==> src/rtl/spi_serf_pkg.sv <==
// Shared frame geometry and FSM state type for the iNEMO-style SPI serf.
package spi_serf_pkg;

   localparam int unsigned FRAME_BITS = 16;
   localparam int unsigned ADDR_W     = 7;
   localparam int unsigned DATA_W     = 8;
   localparam int unsigned RW_BIT     = 15;
   localparam logic [7:0]  IDLE_TX    = 8'h00;

   typedef enum logic [1:0] {
      IDLE,
      ADDR,
      DATA,
      DONE
   } state_t;

endpackage

==> src/rtl/spi_serf_sync.sv <==
// N-stage synchronizer for one async input, with rise/fall pulses on the synchronized level.
module spi_serf_sync #(
   parameter int unsigned STAGES = 2
) (
   input  logic clk,
   input  logic d,
   output logic q,
   output logic rise,
   output logic fall
);

   // Deliberately not reset: a mid-frame rst must not fake an SS_n edge.
   logic [STAGES-1:0] chain;
   logic              q_d;

   always_ff @(posedge clk) begin
      chain <= {chain[STAGES-2:0], d};
      q_d   <= chain[STAGES-1];
   end

   assign q    = chain[STAGES-1];
   assign rise = q & ~q_d;
   assign fall = ~q & q_d;

endmodule

==> src/rtl/spi_serf_inemo.sv <==
// SPI serf for 16-bit iNEMO frames (R/W + 7-bit address, 8-bit data) onto a register-file handshake.
// Define SPI_SERF_FRM_ERR_EN to add the frm_err output and the SCLK overcount check.
module spi_serf_inemo
   import spi_serf_pkg::*;
#(
   parameter int unsigned SYNC_STAGES = 2,
   parameter int unsigned RD_LAT      = 2
) (
   input  logic              clk,
   input  logic              rst,
   input  logic              SS_n,
   input  logic              SCLK,
   input  logic              MOSI,
   output logic              MISO,
   output logic              rd_req,
   output logic [ADDR_W-1:0] rd_addr,
   input  logic [DATA_W-1:0] rd_data,
   output logic              wr_vld,
   output logic [ADDR_W-1:0] wr_addr,
   output logic [DATA_W-1:0] wr_data,
   output logic              busy
`ifdef SPI_SERF_FRM_ERR_EN
   ,
   output logic              frm_err
`endif
);

   logic ss_lvl, ss_rise, ss_fall;
   logic sck_lvl, sck_rise_raw, sck_fall_raw;
   logic mosi_s, mosi_rise, mosi_fall;
   logic sck_rise, sck_fall;
   logic unused_sync;

   spi_serf_sync #(.STAGES(SYNC_STAGES)) u_sync_ss (
      .clk(clk), .d(SS_n), .q(ss_lvl), .rise(ss_rise), .fall(ss_fall));
   spi_serf_sync #(.STAGES(SYNC_STAGES)) u_sync_sck (
      .clk(clk), .d(SCLK), .q(sck_lvl), .rise(sck_rise_raw), .fall(sck_fall_raw));
   spi_serf_sync #(.STAGES(SYNC_STAGES)) u_sync_mosi (
      .clk(clk), .d(MOSI), .q(mosi_s), .rise(mosi_rise), .fall(mosi_fall));

   assign unused_sync = ^{sck_lvl, mosi_rise, mosi_fall};
   assign sck_rise    = sck_rise_raw & ~ss_lvl;
   assign sck_fall    = sck_fall_raw & ~ss_lvl;

   state_t            state;
   logic [4:0]        bit_cnt;
   logic [DATA_W-1:0] rx, tx, rx_nxt;
   logic              rw;
   logic [2:0]        rd_lat;
`ifdef SPI_SERF_FRM_ERR_EN
   logic              over;
`endif

   assign rx_nxt = {rx[DATA_W-2:0], mosi_s};
   assign busy   = (state != IDLE);

   always_ff @(posedge clk) begin
      if (rst) begin
         state   <= IDLE;
         bit_cnt <= '0;
         rx      <= '0;
         tx      <= '0;
         rw      <= 1'b0;
         rd_lat  <= '0;
         MISO    <= 1'b1;
         rd_req  <= 1'b0;
         wr_vld  <= 1'b0;
         rd_addr <= '0;
         wr_addr <= '0;
         wr_data <= '0;
`ifdef SPI_SERF_FRM_ERR_EN
         over    <= 1'b0;
         frm_err <= 1'b0;
`endif
      end else begin
         rd_req <= 1'b0;
         wr_vld <= 1'b0;
`ifdef SPI_SERF_FRM_ERR_EN
         frm_err <= 1'b0;
`endif
         // Read latency runs independently of the FSM so an aborted read still completes harmlessly.
         if (rd_req)
            rd_lat <= 3'(RD_LAT);
         else if (rd_lat != '0)
            rd_lat <= rd_lat - 1'b1;
         if (rd_lat == 3'd1)
            tx <= rd_data;

         case (state)
            IDLE: begin
               MISO <= 1'b1;
               if (ss_fall) begin
                  state   <= ADDR;
                  bit_cnt <= '0;
                  rx      <= '0;
                  tx      <= IDLE_TX;
`ifdef SPI_SERF_FRM_ERR_EN
                  over    <= 1'b0;
`endif
               end
            end
            ADDR, DATA: begin
               if (ss_rise) begin
                  state <= IDLE;
                  MISO  <= 1'b1;
`ifdef SPI_SERF_FRM_ERR_EN
                  frm_err <= 1'b1;
`endif
               end else begin
                  if (sck_rise) begin
                     rx      <= rx_nxt;
                     bit_cnt <= bit_cnt + 1'b1;
                     if (state == ADDR && bit_cnt == 5'(FRAME_BITS/2 - 1)) begin
                        state   <= DATA;
                        rw      <= rx_nxt[RW_BIT-DATA_W];
                        rd_addr <= rx_nxt[ADDR_W-1:0];
                        wr_addr <= rx_nxt[ADDR_W-1:0];
                        rd_req  <= rx_nxt[RW_BIT-DATA_W];
                        if (!rx_nxt[RW_BIT-DATA_W])
                           tx <= IDLE_TX;
                     end else if (state == DATA && bit_cnt == 5'(FRAME_BITS - 1)) begin
                        state <= DONE;
                     end
                  end
                  if (sck_fall) begin
                     MISO <= tx[DATA_W-1];
                     tx   <= {tx[DATA_W-2:0], 1'b0};
                  end
               end
            end
            DONE: begin
`ifdef SPI_SERF_FRM_ERR_EN
               if (sck_rise)
                  over <= 1'b1;
`endif
               if (ss_rise) begin
                  state <= IDLE;
                  MISO  <= 1'b1;
`ifdef SPI_SERF_FRM_ERR_EN
                  frm_err <= over;
                  if (!rw && !over) begin
`else
                  if (!rw) begin
`endif
                     wr_vld  <= 1'b1;
                     wr_data <= rx;
                  end
               end
            end
            default: state <= IDLE;
         endcase
      end
   end

endmodule

==> config.mk <==
export PLATFORM = sky130hd
export DESIGN_NAME = spi_serf_inemo
export DESIGN_NICKNAME = d
export VERILOG_FILES = /design/src/rtl/spi_serf_pkg.sv /design/src/rtl/spi_serf_sync.sv /design/src/rtl/spi_serf_inemo.sv
export SDC_FILE = /design/constraint.sdc
export NUM_CORES = 1
export LEC_CHECK = 0
export CORE_MARGIN = 4
export CORE_UTILIZATION = 56
export DETAILED_ROUTE_END_ITERATION = 8
export PLACE_DENSITY = 0.89
export RECOVER_POWER = 50
export REMOVE_ABC_BUFFERS = 1
export SLEW_MARGIN = 20
export SYNTH_ARGS = -nofsm -noshare
export SYNTH_HDL_FRONTEND = slang
export SYNTH_SLANG_ARGS = --single-unit
==> constraint.sdc <==
create_clock -name clk -period 6.7 [get_ports clk]
set_clock_uncertainty 0.15 [all_clocks]
set_input_delay 1.005 -clock clk [delete_from_list [all_inputs] [get_ports clk]]
set_output_delay 1.005 -clock clk [all_outputs]
set_load 0.01 [all_outputs]
==> flow_results.org, run 1 <==
** Routing
- Number of detailed-routing iterations run before antenna repair :: 4
- Routed WL :: 4910 µm
- In the routed layout, each cell is associated on average with a via count of 5.85.
- Violation count after the first detailed-route iteration :: 82
- In the final routed layout, each cell accounts on average for 14.4 µm.
- Remaining routing DRC violations :: 0
- Vias after detailed routing :: 1989
- In this run the remaining antenna-violating nets after routing total 0.

** Layout
- Number of fill cells :: 333
- 0 antenna diodes ended up in the layout.
- Sequential cell area :: 0.00106 mm²
- Post-route standard cell area excluding fillers :: 0.00281 mm²
- Fin cells :: 340
- Fraction of final layout cells with drive strength greater than 1 :: 6.21%
- The multi-input combinational cells in the finished layout cover a total of 0.00116 mm².
- From synthesis to final layout, the design area changed by 19.0%.
- # nets final :: 309

** Placement
- The congestion estimate from routability-driven global placement came to 0.835.
- Final HPWL DP :: 3350 µm
- The placed instances occupy a cell area of 0.00271 mm².
- The count of buffers added on input and output ports is 38.
- Once placement completed, the tool counted placed cells totaling 332.

** STA
- Worst Tran Pin Value :: 2.01 ns
- Achievable frequency :: 265 MHz
- After routing, the total negative slack on setup checks comes to 0 ns.
- The final hold violation count came to 0.
- Setup repair after global routing left no endpoint under its margin.
- The final critical path takes up 56.3% of the cycle.
- For the finished layout, the period the worst path requires is 3.78 ns.
- The tightest hold path in the finished design has a slack of 0.183 ns.
- Max transition margin :: -34.2%
- The max-slew violation count came to 47.
- Final setup violating endpoints :: 0

** Status
- The flow ran to the end, but the final reports show violations.
- Violations in the final reports :: max-capacitance violations, max-slew violations

** Clock network
- TritonCTS built the clock tree.
- The clock net in this run drives a total of 53 sinks.
- Post-CTS repair changed the size of 0 cells.
- Post-CTS setup repair buffer count :: 0
- Number of buffers created by CTS :: 5
- Hold buffer count at CTS :: 0
- Deepest clock path buffer count :: 2
- Clock tree root buffer cell :: clkbuf_8
- Clock slew at the register clock pins of the worst setup and hold paths :: 0.09 ns
- The H-tree was split into 2 levels.
- At the later pin of the worst-skew pair, clock insertion delay measures 0.31 ns.

** Yosys
- Yosys top cell area share :: 45.0%
- A synthesized cell averages 9.04 µm².
- EDFF count, synth :: 0
- Post-synthesis sequential area ratio :: 45.0%
- Flip-flop and latch count after synthesis :: 53
- Count of yosys warnings during synthesis :: 0
- The cell area that synthesis handed to floorplanning was 0.00236 mm².
- Sorting the synthesized cells by area gives the leading types as dfxtp_1, a21oi_1, nand2_1.
- Async set-or-reset flop fraction in the synthesized netlist :: 0%
- For this run, the leading register cell type out of synthesis is dfxtp_1.
- The netlist uses 44 different library cells.
- Library cell occupying the most area in the post-synthesis netlist :: dfxtp_1
- In the synthesized netlist, the cells that appear most often are dfxtp_1, nand2_1, a21oi_1.
- Leading cell type by number of instances after synthesis :: dfxtp_1
- Synthesis produced a netlist whose cell count is 261.

** Worst setup path
- CP bufs+invs :: 3
- STA puts the critical path data required time at 6.65 ns.
- Worst path top cell family by delay :: buffers and inverters
- Critical path cell sequence :: dlygate4sd3_1 -> clkbuf_1 -> inv_1 -> a311oi_1 -> a211oi_1
- The largest single stage delay on the critical path is 1.43 ns.
- Critical setup path kind :: in2reg
- STA classifies the critical path startpoint as a primary input.
- The slowest stage of the critical path belongs to the cell clkbuf_1.
- Arr. time, crit path :: 3.73 ns
- Largest fanout of any net on the critical path :: 46
- STA classifies the critical path endpoint as a flip-flop.

** Floorplanning
- The die is 72.9 µm tall.
- Chip width :: 72.9 µm
- Die area :: 0.00531 mm²
- 39 I/O pins were placed.
- Rows :: 23
- Initial cell density of the core :: 58.5%
- Core outline area :: 0.00403 mm²

** Flow run
- Number of maximum-capacitance violations :: 1

** GRT
- The first global-routing pass estimated 8340 µm of wire.
- Remaining global-route overflow :: 0
- Initial antenna violation count :: 0
- Maximum number of pins on one net before global-route repair :: 47
- Via count of the first global-routing pass :: 1921
- Global-route total usage across every layer :: 19.7%

** Power and ir drop
- In this run the power density over the cells is 274 mW/mm².
- IR analysis of the VDD net gives a maximum drop of 0.148 mV.
- Leakage :: 0.984 nW

** Hold path
- Hold Path Class :: reg2reg
[power breakdown]
| part | internal, mW | switching, mW | total [mW] | leakage [nW] |
|---|---|---|---|---|
| clock network | 0.0935 | 0.0999 | 0.193 | 0.0542 |
| logic | 0.0860 | 0.135 | 0.221 | 0.499 |
| registers | 0.336 | 0.0192 | 0.356 | 0.431 |
| total | 0.516 | 0.254 | 0.770 | 0.984 |
[cell families (layout without fill, tap and decap cells)]
group	Yosys count	count (layout)	synth area share [%]
compound gates	61	61	17.9
simple gates	101	101	22.4
xor+xnor	1	1	0.371
buf+inv	27	56	5.78
flops	53	53	45.0
mux	11	11	4.77
fa+ha+maj	7	7	3.71
[path summary, 6_finish.rpt]
path | from | to | slack, ns | cells after the start
setup reg to reg | state[1]$_SDFFE_PP0P_ | rw$_SDFFE_PP0P_ | 3.78 | 6
hold / removal | u_sync_mosi.chain[0]$_DFF_P_ | u_sync_mosi.chain[1]$_DFF_P_ | 0.18 | 0
setup / recovery | rst | tx[6]$_SDFF_PP0_ | 2.92 | 5
hold reg to reg | u_sync_mosi.chain[0]$_DFF_P_ | u_sync_mosi.chain[1]$_DFF_P_ | 0.18 | 0
[worst register-to-register path, cell delays in order (launching register included)]
cell and delay (ns):
dfxtp_1 0.41, inv_1 0.09, ha_1 0.77, inv_2 0.26, nor4_4 0.71, mux2i_1 0.27
nor2_1 0.06
[metrics by stage]
step | worst slack, ns | util (%) | power (mW)
floorplan | 4.22 | - | 0.520
global placement | 3.88 | 67.3 | 0.574
detailed placement | 3.76 | 67.3 | 0.582
CTS | 3.80 | 69.8 | 0.774
global route | 2.74 | 69.7 | 0.817
finish | 2.92 | 69.7 | 0.770
[sequential cells by signal (all words and copies together) (netlist names), 2 cells and up]
| name | flops |
|---|---|
| rd_lat | 3 |
| u_sync_sck.chain | 2 |
| u_sync_mosi.chain | 2 |
| u_sync_ss.chain | 2 |
| tx | 8 |
| rx | 8 |
| state | 2 |
| bit_cnt | 5 |
| wr_data | 8 |
| wr_addr | 7 |
[final cells by class]
type                    instances  share of cell area [%]
clock inverters                 1                   0.178
repair buffers                 40                    13.9
inverters                       8                    1.07
clock buffers                   7                    3.43
flip-flops and latches         53                    37.8
multi-input cells             181                    41.4
well taps                      50                    2.23
[placed cells by master (no fill, tap or decap), drive strengths merged, types with 2 or more instances in the layout]
cell type      count
a211oi             4
a21oi             27
a221oi             5
a311oi             7
a31oi              3
clkbuf             8
clkdlybuf4s50     18
dfxtp             53
dlygate4sd3       20
ha                 7
inv                8
mux2               2
mux2i              9
nand2             33
nand2b             5
nand3             11
nand4b             2
nor2              21
nor2b              7
nor3               4
nor3b              2
nor4               4
o211ai             2
o21ai              6
or3                3
or3b               2
or4                2
[layer usage]
layer	track usage, %	wire (µm)
met2	31.7	2290
met1	25.0	2240
met5	0	0
met4	8.61	103
met3	4.82	281
Note: power is estimated with default switching activity, not from simulation.
==> run 2: changes to the inputs <==
--- a/config.mk
+++ b/config.mk
@@ -6,9 +6,9 @@
 export NUM_CORES = 1
 export LEC_CHECK = 0
 export CORE_MARGIN = 4
-export CORE_UTILIZATION = 56
+export CORE_UTILIZATION = 52
 export DETAILED_ROUTE_END_ITERATION = 8
-export PLACE_DENSITY = 0.89
+export PLACE_DENSITY = 0.84
 export RECOVER_POWER = 50
 export REMOVE_ABC_BUFFERS = 1
 export SLEW_MARGIN = 20
==> constraint.sdc (replaced) <==
create_clock -name clk -period 3.55 [get_ports clk]
set_clock_uncertainty 0.15 [all_clocks]
set_input_delay 0.5325 -clock clk [delete_from_list [all_inputs] [get_ports clk]]
set_output_delay 0.5325 -clock clk [all_outputs]
set_load 0.01 [all_outputs]
==> run 2 against run 1 <==
Compared with the run above: the run now ends clean; non-clock buffer count rose by 1; via count decreased by 1.6%; utilization shrank 5.6 points; clock power increased by 78%; sequential share of layout area barely moved; cell area hardly changed; die area is 6.8% higher; critical path type is now reg2reg; highest routed layer is now met5.
==> flow_results.org, run 2 (synthesized netlist as in run 1, its figures left out) <==
** Worst setup path
- RR Endpoint :: bit_cnt[3]$_SDFFE_PP0P_
- The critical path is of the reg2reg type.
- Of all nets on the critical path, the largest fanout is 16.
- For the worst flop-to-flop path, the logic depth is 6.
- Data arrives at the worst endpoint at 2.65 ns.
- Required time of the critical path :: 3.64 ns
- Setup slack, reg-to-reg :: 0.99 ns
- Critical register-to-register path startpoint :: state[0]$_SDFFE_PP0P_
- The worst setup path is launched from a flip-flop.
- The worst setup path is captured at a flip-flop.

** Layout
- The post-route netlist has 6.55% of its cells at a drive strength greater than 1.
- The area growth from synthesis to layout is 19.2%.
- Most frequent standard cell in the layout excluding fill and tap cells :: dfxtp_1
- Post-route standard cell area excluding fillers :: 0.00281 mm²
- For this run, the post-layout net count is 310.
- Number of antenna diodes :: 0
- The largest registers in the layout are rx (8), tx (8), wr_data (8).
- Number of fill cells :: 367
- Most frequent cells in the layout :: dfxtp_1, nand2_1, dlygate4sd3_1

** Clock network
- H-tree level count :: 2
- Hold buffer count at CTS :: 0
- Clock tree from TritonCTS :: done
- For this design, the sink count on the clock tree is 53.
- Deepest clock path buffer count :: 2
- Once the clock tree was built, the setup fixing pass inserted 0 buffers.
- Clock-pin slew was measured on the worst setup and hold paths at 0.09 ns.
- After clock tree synthesis, the repair step resized 0 gates.
- Number of buffers created by CTS :: 5
- Clock tree root buffer cell :: clkbuf_8
- Clock latency reported for the late side of the worst-skew pair :: 0.31 ns

** Power and ir drop
- Total power density per cell area :: 510 mW/mm²
- Summed over all cells, the static leakage comes to 1.01 nW.
- VDD sags by at most 0.290 mV.
- The design draws 1.43 mW.

** Routing
- After detailed routing, the average wire length per cell comes to 14.2 µm.
- Number of detailed-routing iterations run before antenna repair :: 5
- In this run, the number of DRC markers left after iteration 0 of detailed routing was 161.
- Met2 layer wire length in the routed design :: 2280 µm
- Met3 WL post-DR :: 326 µm
- Top Metal Used :: met5
- Remaining number of nets flagged by the antenna check after routing :: 0
- Total routed wire length on the met1 layer :: 2190 µm
- After detailed routing, the number of remaining DRC violations is 0.
- Using the TritonRoute via totals, the vias-per-cell ratio works out to 5.73.
- For this block, the routed nets add up to 4850 µm of wire.
- Detailed routing inserted a total of 1958 vias.

** Hold path
- Hold Path Class :: reg2reg
- Number of cells traversed by the worst hold path :: 0
- In this run the most critical hold path is launched from u_sync_sck.chain[0]$_DFF_P_.
- Worst-case hold path end point :: u_sync_sck.chain[1]$_DFF_P_

** Floorplanning
- Die height :: 75.3 µm
- In this run the count of I/O pins placed on the die edge is 39.
- Chip width :: 75.3 µm
- Once the floorplan was initialized, standard cells occupied 53.8% of the core.
- After floorplanning, the core was sized to cover 0.00438 mm².
- The die covers 0.00568 mm².
- Rows :: 24

** Placement
- Before CTS, the worst setup slack after placement is 1.02 ns.
- Input/output buffers :: 38
- Final HPWL DP :: 3360 µm
- The congestion estimate from routability-driven global placement came to 0.939.
- In this run the cell area measured after placement is 0.00272 mm².

** STA
- Final setup violating endpoints :: 0
- Final hold analysis gives a worst-case slack of 0.184 ns.
- The final hold violation count came to 0.
- For this run, the top clock speed supported by timing is 391 MHz.
- Final worst setup slack :: 0.990 ns
- Final cycle utilization of the critical path :: 72.1%
- Max transition margin :: 35.7%
- At the pin with the least slew margin, the transition time is 0.963 ns.
- The clock period could shrink to 2.56 ns.
- The max-slew violation count is 0.
- Final sum of negative setup slack :: 0 ns
- Setup repair after global routing left no endpoint under its margin.

** GRT
- After global routing the overflow that remains totals 0.
- Via count of the first global-routing pass :: 1771
- Initial antenna violation count :: 1
- Wire length of the first global-routing pass :: 8050 µm
- Maximum number of pins on one net before global-route repair :: 46
- Global-route total usage across every layer :: 18.1%

** Status
- The run finished with clean final reports.

** Flow run
- Number of maximum-capacitance violations :: 0
[run 2: cell types whose count changed in the layout (fill, tap and decap cells not counted)]
cell and change:
clkbuf_1 -1, dlygate4sd3_1 +9, clkdlybuf4s50_1 -9, buf_4 +2
clkinvlp_4 +1, clkinv_2 -1, clkbuf_8 -1
[run 2: area by class of cell]
cell class | count | area, µm² | area share, %
sequential | 53 | 1060 | 37.8
inverter | 8 | 30.0 | 1.07
clock buffer | 6 | 82.6 | 2.94
clock inverter | 1 | 7.51 | 0.267
multi-input combinational | 181 | 1160 | 41.3
tap | 52 | 65.1 | 2.32
timing repair buffer | 41 | 403 | 14.3
[run 2: metrics by stage]
step           utilization (%)  cells
2_1_floorplan                -    242
3_3_place_gp              62.0    335
3_5_place_dp              62.0    335
4_1_cts                   64.1    342
5_1_grt                   64.1    342
6_report                  64.1    342
[run 2: worst max-delay path: stages (launching register included)]
cell,delay [ns]
dfxtp_1,0.40
inv_1,0.08
ha_1,0.46
buf_4,0.25
a2111o_1,0.56
or4_1,0.46
a21oi_1,0.13
[run 2: power breakdown]
part / total [mW] / switching, mW / internal [mW]
combinational: 0.421 / 0.253 / 0.169
clock: 0.343 / 0.188 / 0.154
sequential: 0.669 / 0.0345 / 0.635
total: 1.43 / 0.475 / 0.958
[run 2: worst max-delay path by stage]
stage	startpoint	slack (ns)	to
after detailed placement	state[0]$_SDFFE_PP0P_	1.02	bit_cnt[3]$_SDFFE_PP0P_
after global routing	state[0]$_SDFFE_PP0P_	0.80	bit_cnt[3]$_SDFFE_PP0P_
after floorplan	state[1]$_SDFFE_PP0P_	1.07	bit_cnt[3]$_SDFFE_PP0P_
final	state[0]$_SDFFE_PP0P_	0.99	bit_cnt[3]$_SDFFE_PP0P_
after global placement	state[0]$_SDFFE_PP0P_	1.10	bit_cnt[3]$_SDFFE_PP0P_
after CTS	state[0]$_SDFFE_PP0P_	0.99	bit_cnt[3]$_SDFFE_PP0P_
[run 2: routing by layer]
layer,vias to the layer above,track usage [%]
li1,985,-
met1,912,23.0
met2,51,29.2
met3,8,5.94
met4,2,6.02
met5,-,0
==> run 3: changes to the inputs <==
--- a/config.mk
+++ b/config.mk
@@ -6,9 +6,9 @@
 export NUM_CORES = 1
 export LEC_CHECK = 0
 export CORE_MARGIN = 4
-export CORE_UTILIZATION = 52
+export CORE_UTILIZATION = 47
 export DETAILED_ROUTE_END_ITERATION = 8
-export PLACE_DENSITY = 0.84
+export PLACE_DENSITY = 0.81
 export RECOVER_POWER = 50
 export REMOVE_ABC_BUFFERS = 1
 export SLEW_MARGIN = 20
==> constraint.sdc (replaced) <==
create_clock -name clk -period 2.2 [get_ports clk]
set_clock_uncertainty 0.15 [all_clocks]
set_input_delay 0.33 -clock clk [delete_from_list [all_inputs] [get_ports clk]]
set_output_delay 0.33 -clock clk [all_outputs]
set_load 0.01 [all_outputs]
==> run 3 against run 2 <==
Compared with the run above: critical endpoint is now busy; via count up 2.7%; global-route usage down 0.44 points; critical path depth down 2; first-iteration DRC count down 16%; flip-flop and latch count unchanged; cell count up 9.1%; utilization down 1.7 points; total power up 78%; critical path type is now reg2out; routed wire length up 7.3%; combinational power up 88%; clock power up 100%.
==> flow_results.org, run 3 (synthesized netlist as in run 1, its figures left out) <==
** Clock network
- Counting along the longest clock path gives a buffer depth of 2.
- Clock-pin slew was measured on the worst setup and hold paths at 0.09 ns.
- Clock tree from TritonCTS :: done
- After clock tree synthesis, the setup repair step added 0 buffers.
- The H-tree was split into 2 levels.
- For the worst-skew pair, the clock arrives at the later sink with an insertion delay of 0.32 ns.
- Hold buffer count at CTS :: 0
- The clock net in this run drives a total of 53 sinks.
- Clock tree root buffer cell :: clkbuf_8
- Number of buffers created by CTS :: 5

** Power and ir drop
- In this run the static leakage power is 1.10 nW.
- Of the total power, combinational logic draws 31.0%.
- Net switching component of the power :: 0.816 mW
- Max VDD drop :: 0.394 mV
- Of the total power, the clock network draws 26.8%.
- Share of power burned in registers :: 42.2%
- The internal power of the cells totals 1.74 mW.
- In this run switching power makes up 31.9% of total power.
- For this design the ratio of total power to cell area is 857 mW/mm².
- Total power of the final layout :: 2.56 mW

** Flow run
- Number of maximum-capacitance violations :: 0

** GRT
- The first global-routing pass estimated 8800 µm of wire.
- For this run the aggregate overflow at the end of global routing stands at 0.
- Initial antenna violation count :: 0
- For this run, the total global-route usage over all layers was measured as 17.7%.
- Via count of the first global-routing pass :: 1951
- Entering global routing, the biggest net connects 22 pins.

** Layout
- In the layout the commonest cells are dfxtp_1, nand2_1, dlygate4sd3_1.
- Registers with the most flip-flops :: rx (8), tx (8), wr_data (8)
- Number of antenna diodes :: 0
- Cells fill 62.4% of the core in the end.
- Cells with a size suffix above 1 make up 12.1% of the layout.
- Sequential cell area :: 0.00106 mm²
- The library cell used most frequently in the layout, excluding fill and tap cells, is dfxtp_1.
- # nets final :: 325
- Fin cells :: 373
- After filler insertion, the fill cell instance count of the layout stands at 418.
- Area used by multi-input combinational logic :: 0.00118 mm²
- Compared with the post-synthesis result, the final layout area differs by 26.5%.

** Floorplanning
- Chip width :: 78.8 µm
- The total area inside the core boundary comes to 0.00479 mm².
- I/O pin count :: 39
- The die covers 0.00622 mm².
- Initial cell density of the core :: 49.3%
- Measured along the y axis, the die boundary spans 78.8 µm.
- Rows :: 25

** Worst setup path
- Critical register-to-register path startpoint :: state[0]$_SDFFE_PP0P_
- Tracing the worst setup path back leads to its startpoint at state[0]$_SDFFE_PP0P_.
- Setup crit end kind :: output pin
- Critical setup path kind :: reg2out
- Of all nets on the critical path, the largest fanout is 6.
- Sort of element at the start of the critical path :: flip-flop
- Required time of the critical path :: 1.72 ns
- Arr. time, crit path :: 1.60 ns

** STA
- Max transition margin :: 71.7%
- The max-slew violation count came to 0.
- For the pin with the worst max-slew slack, the measured transition is 0.424 ns.
- Final setup violating endpoints :: 0
- Final hold viol count :: 0
- The worst path uses 94.5% of the clock period.
- Final period demand of the worst path :: 2.08 ns
- Fin Hold WS :: 0.180 ns
- Achievable frequency :: 481 MHz
- Setup repair after global routing left no endpoint under its margin.
- Adding up every negative setup slack in the final design gives 0 ns.

** Routing
- Remaining routing DRC violations :: 0
- Once detail routing completed, the nets flagged for antenna violations numbered 0.
- Routed wire per std cell :: 14.0 µm
- Average vias per placed instance :: 5.39
- Number of detailed-routing iterations run before antenna repair :: 4
- The detailed router placed 2011 vias in this run.
- Violation count after the first detailed-route iteration :: 135
- After detailed routing, the total wire length is 5210 µm.

** Hold path
- Startpoint of the tightest hold check path :: u_sync_sck.chain[0]$_DFF_P_
- Hold Path Class :: reg2reg

** Placement
- Final HPWL DP :: 3710 µm
- At the end of routability-driven placement, the weighted congestion stood at 0.937.
- The number of placed instances, taps included, is 365.
- Input/output buffers :: 38

** Status
- Status :: finished, final reports clean
==> run 3: power groups by stage <==
stage | logic [mW] | registers, mW | clock network [mW]
CTS | 0.762 | 1.08 | 0.701
floorplan | 0.496 | 1.09 | 0
detailed placement | 0.757 | 1.10 | 0
global route | 0.873 | 1.09 | 0.741
global placement | 0.734 | 1.10 | 0
finish | 0.793 | 1.08 | 0.685
==> run 3: layout make-up <==
| type | instances | share of cell area, % |
|---|---|---|
| inverter | 8 | 1.01 |
| clock buffer | 6 | 2.77 |
| tap | 67 | 2.81 |
| clock inverter | 2 | 1.26 |
| multi-input combinational | 181 | 39.4 |
| timing repair buffer | 56 | 17.1 |
| sequential | 53 | 35.6 |
==> run 3: per-layer routing <==
layer / vias to the layer above / GRT usage, % / part of all wire (%)
li1: 1015 / - / -
met1: 937 / 22.3 / 47
met2: 52 / 29.8 / 48
met3: 7 / 3.51 / 3.5
met4: 0 / 7.04 / 1.4
met5: - / 0 / 0
==> run 3: what timing repair did <==
item	in CTS	in global routing
resized for setup	1	4
pin swaps	1	1
endpoints found under the hold margin	0	0
setup endpoints to repair	2	10
==> run 3: worst paths after layout <==
kind | endpoint | slack, ns | cells after the start
min reg2reg | u_sync_sck.chain[1]$_DFF_P_ | 0.18 | 0
max reg2reg | bit_cnt[3]$_SDFFE_PP0P_ | 0.16 | 6
max | busy | 0.12 | 4
min | u_sync_sck.chain[1]$_DFF_P_ | 0.18 | 0
==> run 3: worst max-delay path, cell delays in order (launching register included) <==
cell and delay, ns:
dfxtp_2 0.37, inv_1 0.09, ha_4 0.18, inv_1 0.10
clkdlybuf4s50_1 0.55
==> run 3: metrics by stage <==
| stage | area [µm²] | setup slack, ns |
|---|---|---|
| finish | 2980 | 0.121 |
| global route | 2980 | 0.0411 |
| CTS | 2970 | 0.0464 |
| detailed placement | 2850 | -0.0306 |
| global placement | 2850 | 0.115 |
| floorplan | 2250 | -0.283 |
